[src/rtl/maxpool_batch_scheduler.sv]
// Batch sequencer for the 2x2 max-pool engine: launches one image at a time,
// then shares the engine's pooled-output read port between two consumers.
module maxpool_batch_scheduler #(
   parameter int unsigned NUM_IMAGES = 16,
   parameter int unsigned ADDR_W     = 32,
   parameter int unsigned DATA_W     = 4,
   parameter int unsigned TIMEOUT    = 32'd50_000_000
) (
   input  logic              clk,
   input  logic              resetn,
   input  logic              batch_start,
   output logic              busy,
   output logic              batch_done,
   output logic              error,
   output logic [4:0]        cur_image,
   output logic              image_ready,
   input  logic              image_release,
   output logic              pool_start,
   output logic [4:0]        pool_image_index,
   input  logic              pool_done,
   output logic [ADDR_W-1:0] pool_read_addr,
   input  logic [DATA_W-1:0] pool_read_data,
   input  logic              req0,
   input  logic              req1,
   input  logic [ADDR_W-1:0] addr0,
   input  logic [ADDR_W-1:0] addr1,
   output logic              gnt0,
   output logic              gnt1,
   output logic              rvalid0,
   output logic              rvalid1,
   output logic [DATA_W-1:0] rdata
);

   localparam int unsigned IDX_W = 5;
   localparam int unsigned CNT_W = 32;
   localparam logic [IDX_W-1:0] LAST_IDX = IDX_W'(NUM_IMAGES - 1);
   // Counter is cleared in LAUNCH and first increments one cycle later, so the
   // limit is offset to measure TIMEOUT cycles from the pool_start cycle.
   localparam logic [CNT_W-1:0] TMO_LIMIT = CNT_W'(TIMEOUT - 2);

   localparam logic [1:0] RD_IDLE = 2'd0;
   localparam logic [1:0] RD_ADDR = 2'd1;
   localparam logic [1:0] RD_DATA = 2'd2;

   typedef enum logic [2:0] {IDLE, LAUNCH, RUN, AVAIL, DRAIN, FINISH} state_t;

   state_t           state;
   logic [IDX_W-1:0] idx;
   logic [CNT_W-1:0] tmo_cnt;
   logic [1:0]       rd_phase;
   logic             rd_sel;
   logic             prio1;
   logic             grant_ok;
   logic             pick1;
   logic             step;

   assign cur_image        = idx;
   assign pool_image_index = idx;

   // Grant/advance decisions; release always beats a pending request.
   always_comb begin
      grant_ok = (state == AVAIL) && !image_release && (rd_phase == RD_IDLE) && (req0 || req1);
      pick1    = req1 && (!req0 || prio1);
      step     = ((state == AVAIL) && image_release && (rd_phase == RD_IDLE)) ||
                 ((state == DRAIN) && (rd_phase == RD_IDLE));
   end

   always_ff @(posedge clk) begin
      if (!resetn) begin
         state          <= IDLE;
         idx            <= '0;
         tmo_cnt        <= '0;
         rd_phase       <= RD_IDLE;
         rd_sel         <= 1'b0;
         prio1          <= 1'b0;
         busy           <= 1'b0;
         batch_done     <= 1'b0;
         error          <= 1'b0;
         image_ready    <= 1'b0;
         pool_start     <= 1'b0;
         pool_read_addr <= '0;
         gnt0           <= 1'b0;
         gnt1           <= 1'b0;
         rvalid0        <= 1'b0;
         rvalid1        <= 1'b0;
         rdata          <= '0;
      end else begin
         pool_start  <= 1'b0;
         image_ready <= 1'b0;
         batch_done  <= 1'b0;
         gnt0        <= 1'b0;
         gnt1        <= 1'b0;
         rvalid0     <= 1'b0;
         rvalid1     <= 1'b0;

         // Read pipeline: address held for the BRAM latency, data captured two edges later.
         if (grant_ok) begin
            rd_phase       <= RD_ADDR;
            rd_sel         <= pick1;
            prio1          <= !pick1;
            pool_read_addr <= pick1 ? addr1 : addr0;
            gnt0           <= !pick1;
            gnt1           <= pick1;
         end else if (rd_phase == RD_ADDR) begin
            rd_phase <= RD_DATA;
         end else if (rd_phase == RD_DATA) begin
            rd_phase <= RD_IDLE;
            rdata    <= pool_read_data;
            rvalid0  <= !rd_sel;
            rvalid1  <= rd_sel;
         end

         case (state)
            IDLE: begin
               if (batch_start) begin
                  idx        <= '0;
                  error      <= 1'b0;
                  busy       <= 1'b1;
                  pool_start <= 1'b1;
                  state      <= LAUNCH;
               end
            end
            LAUNCH: begin
               tmo_cnt <= '0;
               state   <= RUN;
            end
            RUN: begin
               if (pool_done) begin
                  image_ready <= 1'b1;
                  state       <= AVAIL;
               end else if (tmo_cnt == TMO_LIMIT) begin
                  error <= 1'b1;
                  busy  <= 1'b0;
                  state <= IDLE;
               end else begin
                  tmo_cnt <= tmo_cnt + CNT_W'(1);
               end
            end
            AVAIL, DRAIN: begin
               if (step) begin
                  if (idx == LAST_IDX) begin
                     batch_done <= 1'b1;
                     state      <= FINISH;
                  end else begin
                     idx        <= idx + IDX_W'(1);
                     pool_start <= 1'b1;
                     state      <= LAUNCH;
                  end
               end else if ((state == AVAIL) && image_release) begin
                  state <= DRAIN;
               end
            end
            FINISH: begin
               busy  <= 1'b0;
               state <= IDLE;
            end
            default: begin
               busy  <= 1'b0;
               state <= IDLE;
            end
         endcase
      end
   end

endmodule
[config.mk]
export PLATFORM = sky130hd
export DESIGN_NAME = maxpool_batch_scheduler
export DESIGN_NICKNAME = d
export VERILOG_FILES = /design/src/rtl/maxpool_batch_scheduler.sv
export SDC_FILE = /design/constraint.sdc
export NUM_CORES = 1
export LEC_CHECK = 0
export CAP_MARGIN = 0
export CORE_MARGIN = 3
export CORE_UTILIZATION = 47
export CTS_CLUSTER_SIZE = 24
export DETAILED_ROUTE_END_ITERATION = 8
export PLACE_DENSITY = 0.78
export SKIP_LAST_GASP = 1
export SLEW_MARGIN = 0
export SYNTH_ARGS = -nofsm -noshare
export SYNTH_HDL_FRONTEND = slang
export SYNTH_SLANG_ARGS = --single-unit
[constraint.sdc]
create_clock -name clk -period 3.65 [get_ports clk]
set_input_delay 1.095 -clock clk [delete_from_list [all_inputs] [get_ports clk]]
set_output_delay 1.095 -clock clk [all_outputs]
set_load 0.01 [all_outputs]
# Yosys cells after proc, flatten, opt, wreduce, memory -nomap -nowiden
# Index checks and enable logic that the tools add are counted.
# Widths: inputs -> output; s select.
dict set report totals {
  elab_cells 107
  output_inout_bits 55
  ff_bits 89
  inputBits 75
}
dict set report classes {
  eq_ne 16
  bitwise 5
  n_reduce_logical 34
  n_mux 32
  add_sub_neg 2
}
# operator n
set ops {}
lappend ops {{$mux 32} 3}
lappend ops {{$pmux 32 s2} 1}
lappend ops {{$add 32x1->32 const B} 1}
lappend ops {{$eq 32x26->1 const B} 1}
lappend ops {{$mux 3} 6}
lappend ops {{$mux 5} 3}
lappend ops {{$mux 1} 12}
lappend ops {{$ne 2x2->1 const B} 6}
lappend ops {{$pmux 3 s4} 1}
lappend ops {{$reduce_and 3->1} 4}
lappend ops {{$reduce_and 4->1} 3}
lappend ops {{$pmux 5 s2} 1}
lappend ops {{$reduce_bool 2->1} 4}
lappend ops {{$logic_and 1x1->1} 7}
lappend ops {{$eq 3x2->1 const B} 2}
lappend ops {{$ne 3x3->1 const B} 2}
lappend ops {{$add 5x1->5 const B} 1}
lappend ops {{$eq 5x4->1 const B} 1}
lappend ops {{$not 1->1} 5}
lappend ops {{$logic_not 1->1} 4}
lappend ops {{$mux 2} 2}
lappend ops {{$pmux 1 s2} 2}
lappend ops {{$reduce_and 2->1} 2}
lappend ops {{$reduce_or 2->1} 2}
lappend ops {{other kinds (11)} 13}

# Depth between registers and ports, before layout
dict set report depth {
  ltp_word 6
  depth_mapped 9
  ltp_nobuf 7
}

# Worst setup path before layout
# OpenSTA, ideal clock, no wires.
dict set report synth_path {
  path_type {input-to-reg}
  start {input port pool_done}
  end {register tmo_cnt[23]}
  setup_ns 0.070
  n_path_buf 0
  cell_stages 5
  slack_ns 1.020
  arrival_ns 2.560
  required_ns 3.580
  path_cell_list {or3b_2 a21oi_1 o41ai_4 or4_1 a21oi_1}
}
dict set report synth_via {
  elab_chain_cells 2
}
# element line_no
set synth_rtl {}
lappend synth_rtl {{start: declaration} 20} ;# input logic pool_done,
lappend synth_rtl {{$ne 2x2->1 (no line)} --}
lappend synth_rtl {{$reduce_and 3->1 (no line)} --}
lappend synth_rtl {{end signal: assignment} 136} ;# tmo_cnt <= tmo_cnt + CNT_W'(1);
lappend synth_rtl {{end: declaration} 49} ;# logic [CNT_W-1:0] tmo_cnt;
# Every way passes these cells.
# A chain may end at the register's enable or synchronous reset.

# Worst setup path after layout
dict set report layout_path {
  start {register tmo_cnt[0]}
  end {register tmo_cnt[21]}
}
dict set report layout_via {
  elab_chain_cells 4
  word_cells_on_any_way 7
  classes_between {add/sub (1); eq/ne (2); mux (3); reduce/logical (1)}
}
# element line_no
set layout_rtl {}
lappend layout_rtl {{$add 32x1->32} 136}
lappend layout_rtl {{$mux 32} 131} ;# end else if (tmo_cnt == TMO_LIMIT) begin
lappend layout_rtl {{$mux 32} 128} ;# if (pool_done) begin
lappend layout_rtl {{$pmux 32 s2} 113} ;# case (state)
# Several ways; a longest one is shown, not always the timed one. The select of a mux whose other input is x is not followed.

==> results.json <==
{
  "synth_area_mm2": 0.004297,
  "postSynthNetCount": 578,
  "crit_chain": "inv_1 > ha_1 > or4b_1 > or4_4 > o41ai_4 > buf_4 > nor3_1 > o221a_2",
  "dieHeight_um": 101.6,
  "cpPeakStageDelay_ns": 0.85,
  "grt_first_pass_wirelength_mm": 18.33,
  "drive_gt1_frac": 0.07178,
  "drc": 0,
  "cts_root_buf": "sky130_fd_sc_hd__clkbuf_8",
  "max_freq_ghz": 0.3047,
  "drt_wl_total_mm": 11.10,
  "timing_hold_violations_final": 0,
  "drv_cap": 0,
  "r2r.worst_path.cells": 8,
  "synth_cells": 496,
  "dr_total_vias": 4093,
  "cts_sink_count": 89,
  "syn_to_final_growth_pct": 35.61,
  "initial_core_util": 0.4879,
  "largest_net_degree_at_the_start_of_global_routing": 68,
  "criticalPathCategory": "register to register",
  "ant_nets": 0,
  "io-pin-count": 130,
  "grt_pass1_vias": 3821,
  "switching_share": 0.2744,
  "design.die.area_mm2": 0.01032,
  "startpoint_of_the_most_critical_setup_path": "tmo_cnt[0]",
  "layout.cells.most_common_list": "sky130_fd_sc_hd__clkdlybuf4s50_1 (129), sky130_fd_sc_hd__dfxtp_1 (89), sky130_fd_sc_hd__nor2_1 (62)",
  "synth_sequential_area_ratio": 0.4147,
  "cts_buffer_depth": 2,
  "setup-violations-final": 0,
  "worst_path_max_delay_cell": "sky130_fd_sc_hd__o41ai_4",
  "placement.io_buffers": 129,
  "post-cts-setup-buffers": 0,
  "antenna_found_initial": 0,
  "clkTransAtPathRegs_ns": 0.10,
  "rsz_0062_raised_after_global_routing": "false",
  "reg2reg_slack_ns": 0.37,
  "critical_path.reg2reg.startpoint": "tmo_cnt[0]",
  "timing.critical_path.to": "tmo_cnt[21]",
  "finalNetCount": 690,
  "setup_total_negative_slack_ns": 0,
  "async_flop_share": 0,
  "reg2reg_to": "tmo_cnt[21]",
  "detail_route.vias_per_cell": 5.677,
  "critPathCaptureType": "register",
  "layout_commonest_cell": "sky130_fd_sc_hd__clkdlybuf4s50_1",
  "synthesis.area_per_instance_um2": 8.663,
  "power.leakage_uw": 0.002045,
  "required_ns": 3.90,
  "tritoncts": "built",
  "irDropWorstVdd_uv": 250.2,
  "pwr-share-comb": 0.175,
  "p_int_uw": 1499,
  "wl_per_cell_um": 15.40,
  "synth.lib_cells_used.distinct": 51,
  "grt_remaining_overflow": 0,
  "ys_warn_count": 0,
  "gr-usage-all-layers": 0.2224,
  "cts-buffers-inserted": 9,
  "post_cts.resized_instances": 0,
  "fp.dieW_um": 101.6,
  "rows": 34,
  "detailed_place_hpwl_mm": 8.136,
  "min_period_over_period": 0.8991,
  "tightest_slew_ns": 1.040,
  "core_region_area_mm2": 0.008806,
  "drt_first_iter_violations": 210,
  "finalCriticalPeriod_ns": 3.282,
  "pwr_density_cell_mw_per_mm2": 354.5,
  "ys.flop_type": "sky130_fd_sc_hd__dfxtp_1",
  "max-slew-margin-rel": 0.3045,
  "clock_latency_ns": 0.36,
  "timing.critical_path.arrival_ns": 3.53,
  "outcome": "complete, no violations",
  "timing_max_transition_violations_final": 0,
  "pwr-share-clk": 0.329,
  "yosys_reg_bits": 89,
  "p_switching_uw": 566.8,
  "antennaDiodeCount": 0,
  "critPathMaxFanout": 24,
  "drt-pass1-iter-count": 5,
  "cts_hold_buffers": 0,
  "finalClockSkew_ns": 0.01628,
  "critical_path.startpoint_type": "register",
  "htree_num_levels": 3,
  "seq_power_share": 0.496,
  "final_util": 0.6617,
  "globalplace.congestion": 0.8117,
  "hp-class": "register to register",
  "synth_edf_count": 0
}
==> cell usage after synthesis (6+ instances only) <==
master,number,area share
sky130_fd_sc_hd__a211oi_1,34,0.059
sky130_fd_sc_hd__a21oi_1,33,0.038
sky130_fd_sc_hd__a31oi_1,7,0.010
sky130_fd_sc_hd__and3_1,7,0.010
sky130_fd_sc_hd__buf_4,6,0.010
sky130_fd_sc_hd__clkbuf_1,21,0.018
sky130_fd_sc_hd__dfxtp_1,89,0.41
sky130_fd_sc_hd__ha_1,7,0.020
sky130_fd_sc_hd__inv_1,9,0.0079
sky130_fd_sc_hd__mux2i_1,34,0.079
sky130_fd_sc_hd__nand2_1,27,0.024
sky130_fd_sc_hd__nand3_1,22,0.026
sky130_fd_sc_hd__nand4_1,7,0.010
sky130_fd_sc_hd__nor2_1,62,0.054
sky130_fd_sc_hd__nor3_1,11,0.013
sky130_fd_sc_hd__o21ai_0,23,0.027
sky130_fd_sc_hd__o31ai_1,7,0.012
sky130_fd_sc_hd__or3_1,18,0.026
sky130_fd_sc_hd__or3b_2,6,0.012
sky130_fd_sc_hd__or4_1,9,0.016
==> sequential cells by signal, indices dropped and copies added, names as in the netlist, 2 cells and up <==
register        count
tmo_cnt            32
rdata               4
state               3
pool_read_addr     32
cur_image           5
rd_phase            2
==> kinds of logic after synthesis <==
logic type / after synthesis / synth area share
buf+inv: 46 / 0.04950
simple gates: 192 / 0.2330
fa+ha+maj: 7 / 0.02038
xor+xnor: 3 / 0.006116
flops: 89 / 0.4147
mux: 35 / 0.08183
compound gates: 124 / 0.1945
==> critical path, delay by kind of cell (launching register included) <==
family	cells	cell delay, ns
compound gates	2	1.09
fa+ha+maj	1	0.14
simple gates	3	1.12
buf+inv	2	0.48
flops	1	0.34
==> stage by stage <==
step	instances	area, um2	hold slack [ns]	worst slack (ns)	power, uW
final	721	5827	0.4385	0.3684	2066
after global routing	721	5827	0.4500	0.07738	2169
after CTS	721	5827	0.4402	0.2429	2085
after detailed placement	705	5632	0.4250	0.1886	1408
after global placement	705	5632	0.4238	0.2697	1401
after floorplan	496	4297	0.4051	1.020	1254
==> layout make-up <==
type | instances | area, um2
inverter | 10 | 37.54
tap | 108 | 135.1
fill | 745 | 2979
clock buffer | 10 | 127.6
clock inverter | 6 | 67.56
multi-input combinational | 361 | 2313
timing repair buffer | 137 | 1364
sequential | 89 | 1782
==> power groups by stage <==
stage	clock (uW)	sequential [uW]	combinational, uW
2_1_floorplan	0	1040	213
3_3_place_gp	0	1040	356
3_5_place_dp	0	1050	361
4_1_cts	697	1020	363
5_1_grt	741	1030	398
6_report	680	1020	361
==> worst min path at each step <==
stage            from  endpoint  slack [ns]  cells after the start
2_1_floorplan  rd_sel   rvalid0        0.41                      1
3_3_place_gp   rd_sel   rvalid0        0.42                      1
5_1_grt        rd_sel   rvalid0        0.45                      1
6_report       rd_sel   rvalid0        0.44                      1
3_5_place_dp   rd_sel   rvalid0        0.42                      1
4_1_cts        rd_sel   rvalid0        0.44                      1
==> per-layer routing <==
metal | global-route usage | part of all wire | vias up
met5 | 0 | 0 | -
met4 | 0.06544 | 0.010 | 0
met3 | 0.07025 | 0.080 | 7
met2 | 0.3390 | 0.47 | 155
met1 | 0.3027 | 0.44 | 1881
li1 | - | - | 2050
No activity file was read; power rests on OpenSTA's default activity.
